File: src/rtl/systolic_array_ctrl.sv
// Job sequencer for the 3x3 systolic array: loads A|B beats from s_axis into the
// operand buffers, replays them into the array, drains the pipeline and hands the result to m_axis.
module systolic_array_ctrl #(
  parameter int K_DEPTH      = 3,
  parameter int DRAIN_CYCLES = 5,
  parameter int CNT_W        = 4
) (
  input  logic i_clk,
  input  logic i_rst_n,
  input  logic s_axis_valid,
  output logic s_axis_ready,
  output logic buff_wr,
  output logic buff_rd,
  input  logic buff_full_a,
  input  logic buff_full_b,
  input  logic buff_empty_a,
  input  logic buff_empty_b,
  output logic array_clr,
  output logic array_en,
  output logic array_zero,
  output logic res_capture,
  output logic m_axis_valid,
  input  logic m_axis_ready,
  output logic o_busy
);

  typedef enum logic [2:0] {
    S_CLEAR,
    S_LOAD,
    S_FEED,
    S_DRAIN,
    S_OUT
  } state_t;

  localparam logic [CNT_W-1:0] K_LAST  = CNT_W'(K_DEPTH - 1);
  localparam logic [CNT_W-1:0] DR_LAST = CNT_W'(DRAIN_CYCLES - 1);
  localparam logic [CNT_W-1:0] CNT_ONE = CNT_W'(1);

  state_t           r_state;
  logic [CNT_W-1:0] r_beat_cnt;
  logic [CNT_W-1:0] r_rd_cnt;
  logic [CNT_W-1:0] r_dr_cnt;
  logic             r_feed_valid;

  logic w_load;
  logic w_feed;
  logic w_drain;

  assign w_load  = (r_state == S_LOAD);
  assign w_feed  = (r_state == S_FEED);
  assign w_drain = (r_state == S_DRAIN);

  // Handshakes stay combinational so a freed buffer slot or a refilled buffer is used the same cycle.
  assign s_axis_ready = w_load & ~buff_full_a & ~buff_full_b;
  assign buff_wr      = s_axis_valid & s_axis_ready;
  assign buff_rd      = w_feed & ~buff_empty_a & ~buff_empty_b;

  // Buffer read data lands one cycle after buff_rd, so the array steps on the delayed strobe.
  assign array_en     = r_feed_valid | w_drain;
  assign array_zero   = w_drain & ~r_feed_valid;
  assign array_clr    = (r_state == S_CLEAR);
  assign res_capture  = w_drain & (r_dr_cnt == DR_LAST);
  assign m_axis_valid = (r_state == S_OUT);
  assign o_busy       = ~(w_load & (r_beat_cnt == '0));

  // NOTE: sequential state uses non-blocking assignments so every register samples pre-edge values.
  always_ff @(posedge i_clk or negedge i_rst_n) begin
    if (!i_rst_n) begin
      r_state      <= S_CLEAR;
      r_beat_cnt   <= '0;
      r_rd_cnt     <= '0;
      r_dr_cnt     <= '0;
      r_feed_valid <= 1'b0;
    end else begin
      r_feed_valid <= buff_rd;
      case (r_state)
        S_CLEAR: begin
          r_beat_cnt <= '0;
          r_rd_cnt   <= '0;
          r_dr_cnt   <= '0;
          r_state    <= S_LOAD;
        end
        S_LOAD: begin
          if (buff_wr) begin
            if (r_beat_cnt == K_LAST) begin
              r_beat_cnt <= '0;
              r_state    <= S_FEED;
            end else begin
              r_beat_cnt <= r_beat_cnt + CNT_ONE;
            end
          end
        end
        S_FEED: begin
          if (buff_rd) begin
            if (r_rd_cnt == K_LAST) begin
              r_rd_cnt <= '0;
              r_state  <= S_DRAIN;
            end else begin
              r_rd_cnt <= r_rd_cnt + CNT_ONE;
            end
          end
        end
        S_DRAIN: begin
          if (r_dr_cnt == DR_LAST) begin
            r_dr_cnt <= '0;
            r_state  <= S_OUT;
          end else begin
            r_dr_cnt <= r_dr_cnt + CNT_ONE;
          end
        end
        S_OUT: begin
          if (m_axis_ready) r_state <= S_CLEAR;
        end
        default: r_state <= S_CLEAR;
      endcase
    end
  end

endmodule
File: config.mk
export PLATFORM = sky130hd
export DESIGN_NAME = systolic_array_ctrl
export DESIGN_NICKNAME = d
export VERILOG_FILES = /design/src/rtl/systolic_array_ctrl.sv
export SDC_FILE = /design/constraint.sdc
export NUM_CORES = 1
export LEC_CHECK = 0
export CAP_MARGIN = 25
export CORE_MARGIN = 4
export CORE_UTILIZATION = 65
export CTS_BUF_LIST = sky130_fd_sc_hd__clkbuf_4 sky130_fd_sc_hd__clkbuf_8
export DETAILED_ROUTE_END_ITERATION = 10
export DONT_BUFFER_PORTS = 1
export GPL_TIMING_DRIVEN = 0
export PLACE_DENSITY = 0.78
export SLEW_MARGIN = 20
export SYNTH_ARGS = -nofsm -noshare
export SYNTH_HDL_FRONTEND = slang
export SYNTH_SLANG_ARGS = --single-unit
File: constraint.sdc
create_clock -name i_clk -period 4.69 [get_ports i_clk]
set_input_delay 0.7035 -clock i_clk [delete_from_list [all_inputs] [get_ports i_clk]]
set_output_delay 0.7035 -clock i_clk [all_outputs]
set_load 0.05 [all_outputs]
==> results.json, run 1 <==
{
  "worst_path_largest_cell_delay_ns": 0.76,
  "detail_route.wirelength_um": 1990,
  "die_w_um": 47.7,
  "grt.overflow.total": 0,
  "synthMostInstantiatedCell": "sky130_fd_sc_hd__dfrtp_1",
  "layout_setup_ws_ns": 2.02,
  "leakage_power_of_the_design_nw": 0.512,
  "drtAntennaViolNets": 0,
  "avgRoutedWirePerCell_um": 14.4,
  "timing.critical_path.from_type": "register",
  "p_sw_mw": 0.202,
  "cp-end-kind": "output port",
  "area.growth.synth_to_final_pct": 9.39,
  "synth-seq-area-share": 0.390,
  "post_synth_inst_count": 113,
  "initial_antenna_violation_count": 0,
  "report.final.setup_viol": 0,
  "mapped_avg_cell_area_sq_um": 9.08,
  "timing.max_cap.violations": 0,
  "synth.largest_area_cell": "sky130_fd_sc_hd__dfrtp_1",
  "post-route-period-util": 0.570,
  "synth_cell_type_count": 39,
  "drive_gt1_frac": 0.180,
  "pwr-share-comb": 0.463,
  "grt_first_pass_wirelength_um": 3310,
  "design.die.area_sq_um": 2280,
  "report.final.hold_viol_count": 0,
  "number_of_buffers_created_by_cts": 3,
  "cp_num_buf_inv": 0,
  "post_cts_buffers": 0,
  "worst-path-max-fanout": 6,
  "postSynthRegisterBits": 16,
  "outcome": "completed",
  "placeableCoreArea_sq_um": 1510,
  "dr_vias_cell": 6.09,
  "number_of_synthesized_flops_with_an_enable_pin": 0,
  "pre_cts_slack_ns": 2.33,
  "totalNegativeSetupSlack_ns": 0,
  "slowest_stage": "sky130_fd_sc_hd__or4b_1",
  "ir_worst_vdd_mv": 0.226,
  "clock.fmax_ghz": 0.374,
  "floorplan.rows": 14,
  "cts.repair.resized": 0,
  "ys_top_cells_by_area": "sky130_fd_sc_hd__dfrtp_1 39%, sky130_fd_sc_hd__ha_1 4.9%, sky130_fd_sc_hd__nand2_1 4.4%, sky130_fd_sc_hd__a21oi_1 2.9%, sky130_fd_sc_hd__o21ai_1 2.9%",
  "detail_route.first_pass.iterations": 4,
  "placement.io_buffers": 0,
  "worst_clock_skew_ns": 0.00193,
  "internal_cell_power_mw": 0.246,
  "final-max-slew-violation-count": 0,
  "worstSetupPathType": "reg -> out",
  "holdCritPathClass": "in -> async",
  "vias": 841,
  "postSynth.asyncResetShare": 1.00,
  "root_buffer": "sky130_fd_sc_hd__clkbuf_4",
  "floorplan.die.height_um": 47.7,
  "drt_first_iter_violations": 18,
  "grt_start_max_net_pins": 17,
  "crit_path_time_final_ns": 2.67,
  "grt_setup_unrepaired": "false",
  "postLayoutCoreUtil": 0.745,
  "worst_path_dominant_cell_family": "simple AND/OR/NAND/NOR gates",
  "tightestPinTransition_ns": 0.923,
  "clock_sinks": 16,
  "clock_tree_from_tritoncts": "built",
  "power.density_nw_per_um2": 399,
  "netSwitchingFraction": 0.452,
  "synth.top_cell.area_share": 0.390,
  "cell_types_with_the_highest_counts_after_synthesis": "16 x sky130_fd_sc_hd__dfrtp_1, 12 x sky130_fd_sc_hd__nand2_1, 8 x sky130_fd_sc_hd__nor2_1",
  "post_synth_instance_area_sq_um": 1030,
  "cts_hold_repair_buffers": 0,
  "crit_required_ns": 3.99,
  "floorplan.initialDensity": 0.681,
  "top_level_ports": 17,
  "yosys_most_used_dff": "sky130_fd_sc_hd__dfrtp_1",
  "detailed_placer_s_ending_hpwl_um": 1520,
  "placed_cell_area_sq_um": 1100,
  "clock_power_share": 0.162,
  "max-slew-margin-rel": 0.382,
  "drcViolationCount": 0,
  "final_weighted_congestion_in_routability_driven_placement": 0.796,
  "final_design_area_no_fill_sq_um": 1120,
  "ctsLongestPathBuffers": 2,
  "insertedDiodeCount": 0,
  "yosysWarningCount": 0,
  "grt.total_usage": 0.205,
  "clk-insertion-delay-late_ns": 0.28,
  "grt_pass1_vias": 770,
  "postSynthNetCount": 125,
  "data_arrival_time_of_the_critical_path_ns": 1.97,
  "crit_path_cell_trace": "or3b_1 > or4b_1",
  "power.sequential.fraction": 0.374,
  "htree_num_levels": 1,
  "fin_nets": 136,
  "path_clk_slew_ns": 0.09
}
cell usage in the layout (no fill, tap or decap), types with 4 or more instances in the layout:
master                     n
sky130_fd_sc_hd__ha_1      4
sky130_fd_sc_hd__o21ai_1   6
sky130_fd_sc_hd__a21oi_1   6
sky130_fd_sc_hd__nor3_2    4
sky130_fd_sc_hd__nor2_1    8
sky130_fd_sc_hd__inv_1     7
sky130_fd_sc_hd__dfrtp_1  16
sky130_fd_sc_hd__buf_2     4
sky130_fd_sc_hd__o21ai_0   5
sky130_fd_sc_hd__nand2_1  12
flip-flops by register name (all words and copies together), names as in the netlist:
signal / cells
r_rd_cnt: 4
r_dr_cnt: 4
r_feed_valid: 1
r_state: 3
r_beat_cnt: 4
power by group through the flow:
stage	logic [mW]	clock network, mW	registers [mW]
after detailed placement	0.206	0	0.171
after global routing	0.226	0.0831	0.170
after floorplan	0.170	0	0.166
after CTS	0.207	0.0736	0.168
final	0.208	0.0727	0.168
after global placement	0.192	0	0.169
per-layer routing:
| metal | routed length (um) | part of all wire | GRT usage | vias to the layer above |
|---|---|---|---|---|
| met2 | 964 | 0.48 | 0.322 | 24 |
| met3 | 92 | 0.046 | 0.0263 | 4 |
| met5 | 0 | 0 | 0 | - |
| met4 | 25 | 0.013 | 0.0806 | 0 |
| met1 | 910 | 0.46 | 0.286 | 391 |
| li1 | - | - | - | 422 |
worst paths after layout:
| check | from | to | slack, ns | cells after the start |
|---|---|---|---|---|
| setup / recovery | r_state[1] | o_busy | 2.02 | 2 |
| hold / removal | i_rst_n | r_rd_cnt[0] | 0.1 | 0 |
| setup reg to reg | r_state[0] | r_state[2] | 2.85 | 4 |
| hold reg to reg | r_rd_cnt[0] | r_rd_cnt[0] | 0.54 | 1 |
| max in group asynchronous | i_rst_n | r_beat_cnt[3] | 4.52 | 0 |
| min in group i_clk | r_rd_cnt[0] | r_rd_cnt[0] | 0.54 | 1 |
area by class of cell:
cell class              count  area, sq um
well taps                  16         20.0
clock buffers               3         22.5
flip-flops and latches     16          400
plain buffers               4         20.0
inverters                   8         30.0
multi-input cells          85          596
fillers                   117          384
repair buffers              6         33.8
through the flow:
| step | cells | power (mW) | hold slack [ns] |
|---|---|---|---|
| finish | 138 | 0.448 | 0.0994 |
| CTS | 138 | 0.448 | 0.0964 |
| global route | 138 | 0.479 | 0.0707 |
| detailed placement | 135 | 0.377 | 0.408 |
| global placement | 129 | 0.361 | 0.408 |
| floorplan | 113 | 0.336 | 0.408 |
cell families after synthesis:
kind of cell | Yosys count | synth area share
flip-flops | 16 | 0.390
buffers and inverters | 12 | 0.0488
AO/OA/AOI/OAI | 29 | 0.189
XOR/XNOR | 1 | 0.00854
multiplexers | 2 | 0.0195
adder cells (fa/ha/maj) | 4 | 0.0488
AND/OR/NAND/NOR | 49 | 0.295
Power figures use the tool's default switching activity.
==> run 2, diff against run 1 <==
Settings changed: CORE_UTILIZATION 65 to 58, PLACE_DENSITY 0.78 to 0.73.
Clock period 4.69 ns to 2.2 ns, I/O delays scaled along.
==> run 2 against run 1 <==
Clock skew fell by 0.0013 ns. Sequential cell count did not move. Critical path depth did not move. Global-route usage fell by 2.8 points. Non-clock buffer count fell by 5. Worst setup slack got worse by 1.9 ns. Routed wire length rose by 1.4%. Critical endpoint unchanged.
==> results.json, run 2 (synthesized netlist as in run 1, its figures left out) <==
{
  "final-max-slew-violation-count": 0,
  "drtAntennaViolNets": 0,
  "worst_clock_skew_ns": 0.000673,
  "htree_num_levels": 1,
  "reg2reg_slack_ns": 0.16,
  "design.die.area_sq_um": 2510,
  "clk-insertion-delay-late_ns": 0.28,
  "timing.max_cap.violations": 0,
  "startpoint": "r_state[1]",
  "drcViolationCount": 0,
  "multiInputGateArea_sq_um": 619,
  "detail_route.wirelength_um": 2020,
  "crit_required_ns": 1.87,
  "totalNegativeSetupSlack_ns": 0,
  "root_buffer": "sky130_fd_sc_hd__clkbuf_4",
  "leakage_power_of_the_design_nw": 0.509,
  "post_cts_buffers": 0,
  "dr_vias_cell": 5.99,
  "timing.critical_path.from_type": "register",
  "n_fill_cell": 121,
  "grt_setup_unrepaired": "false",
  "initial_antenna_violation_count": 0,
  "rr_endpoint": "r_rd_cnt[2]",
  "tightestPinTransition_ns": 0.950,
  "power.density_nw_per_um2": 881,
  "most-common-layout-cells": "16 x sky130_fd_sc_hd__dfrtp_1, 12 x sky130_fd_sc_hd__nand2_1, 7 x sky130_fd_sc_hd__inv_1",
  "placeableCoreArea_sq_um": 1590,
  "grt.overflow.total": 0,
  "grt_first_pass_wirelength_um": 3370,
  "max-slew-margin-rel": 0.363,
  "insertedDiodeCount": 0,
  "holdCritPathClass": "in -> reg",
  "grt_start_max_net_pins": 17,
  "crit_path_time_final_ns": 2.13,
  "cp-end-kind": "output port",
  "final_weighted_congestion_in_routability_driven_placement": 0.775,
  "cp-endpoint": "o_busy",
  "clock.fmax_ghz": 0.469,
  "clock_tree_from_tritoncts": "built",
  "ctsLongestPathBuffers": 2,
  "data_arrival_time_of_the_critical_path_ns": 1.80,
  "finalPower_mw": 1.01,
  "floorplan.initialDensity": 0.644,
  "layout_commonest_cell": "sky130_fd_sc_hd__dfrtp_1",
  "placement.io_buffers": 0,
  "outcome": "completed",
  "detail_route.first_pass.iterations": 4,
  "top_level_ports": 17,
  "detailed_placer_s_ending_hpwl_um": 1550,
  "r2r-start": "r_state[0]",
  "drt_first_iter_violations": 15,
  "area.growth.synth_to_final_pct": 11.7,
  "report.final.setup_viol": 0,
  "number_of_buffers_created_by_cts": 3,
  "grt.total_usage": 0.177,
  "post-route-period-util": 0.968,
  "drive_gt1_frac": 0.203,
  "die_w_um": 50.1,
  "clock_sinks": 16,
  "largest_registers": "r_beat_cnt x4, r_dr_cnt x4, r_rd_cnt x4",
  "reg2regPathDepth": 5,
  "postLayoutCoreUtil": 0.719,
  "worstSetupPathType": "reg -> out",
  "area.sequential_sq_um": 400,
  "path_clk_slew_ns": 0.10,
  "ir_worst_vdd_mv": 0.415,
  "floorplan.die.height_um": 50.1,
  "worst-path-max-fanout": 6,
  "report.final.hold_viol_count": 0,
  "vias": 850,
  "avgRoutedWirePerCell_um": 14.2,
  "grt_pass1_vias": 771,
  "floorplan.rows": 14,
  "fin_nets": 131
}
[run 2: changes by cell type in the layout (fill, tap and decap cells not counted), sizes merged]
cell and change:
buf -6, dlygate4sd3 +1, clkbuf +1
[run 2: what timing repair did]
item                       4_1_cts  5_1_grt
hold endpoints to repair        16        0
hold buffers                     1        0
setup endpoints to repair        4        1
resized for setup                5        1
[run 2: where the power goes]
part / internal [mW] / switching (mW)
Sequential: 0.323 / 0.0341
Combinational: 0.143 / 0.317
Clock: 0.101 / 0.0924
[run 2: critical path, stage by stage (launching register included)]
cell and delay [ns]:
sky130_fd_sc_hd__dfrtp_1 0.46, sky130_fd_sc_hd__or3b_4 0.45, sky130_fd_sc_hd__or4b_4 0.61
[run 2: stage by stage]
step                cells  hold slack, ns  setup slack (ns)  cell area [sq um]
floorplan             113          0.0344             0.287               1050
global placement      137          0.0347             0.204               1080
detailed placement    137          0.0348             0.184               1080
CTS                   142           0.161            0.0293               1140
global route          142           0.137           0.00865               1150
finish                142           0.166            0.0696               1150
[run 2: worst min-delay path by stage]
stage / start / to / slack (ns) / cells past startpoint
2_1_floorplan: i_rst_n / r_beat_cnt[0] / 0.03 / 0
3_3_place_gp: i_rst_n / r_rd_cnt[0] / 0.03 / 0
5_1_grt: buff_empty_b / r_feed_valid / 0.14 / 1
6_report: buff_empty_b / r_feed_valid / 0.17 / 1
4_1_cts: buff_empty_b / r_feed_valid / 0.16 / 1
3_5_place_dp: i_rst_n / r_rd_cnt[0] / 0.03 / 0
[run 2: layout make-up]
| cell class | count | share of cell area |
|---|---|---|
| Tap cell | 24 | 0.0262 |
| Multi-Input combinational cell | 85 | 0.540 |
| Inverter | 8 | 0.0262 |
| Timing Repair Buffer | 1 | 0.00873 |
| Buffer | 4 | 0.0175 |
| Sequential cell | 16 | 0.349 |
| Clock buffer | 4 | 0.0317 |
[run 2: per-layer routing]
metal	share of wire	up-vias	GRT usage
li1	-	413	-
met1	0.45	410	0.222
met2	0.48	25	0.289
met3	0.062	2	0.0512
met4	0.0064	0	0.0553
met5	0	-	0
==> run 3, diff against run 2 <==
Settings changed: CTS_CLUSTER_DIAMETER from default to 100.
==> results of run 3 <==
No change in the layout: final DEF, timing and power equal those of run 2.
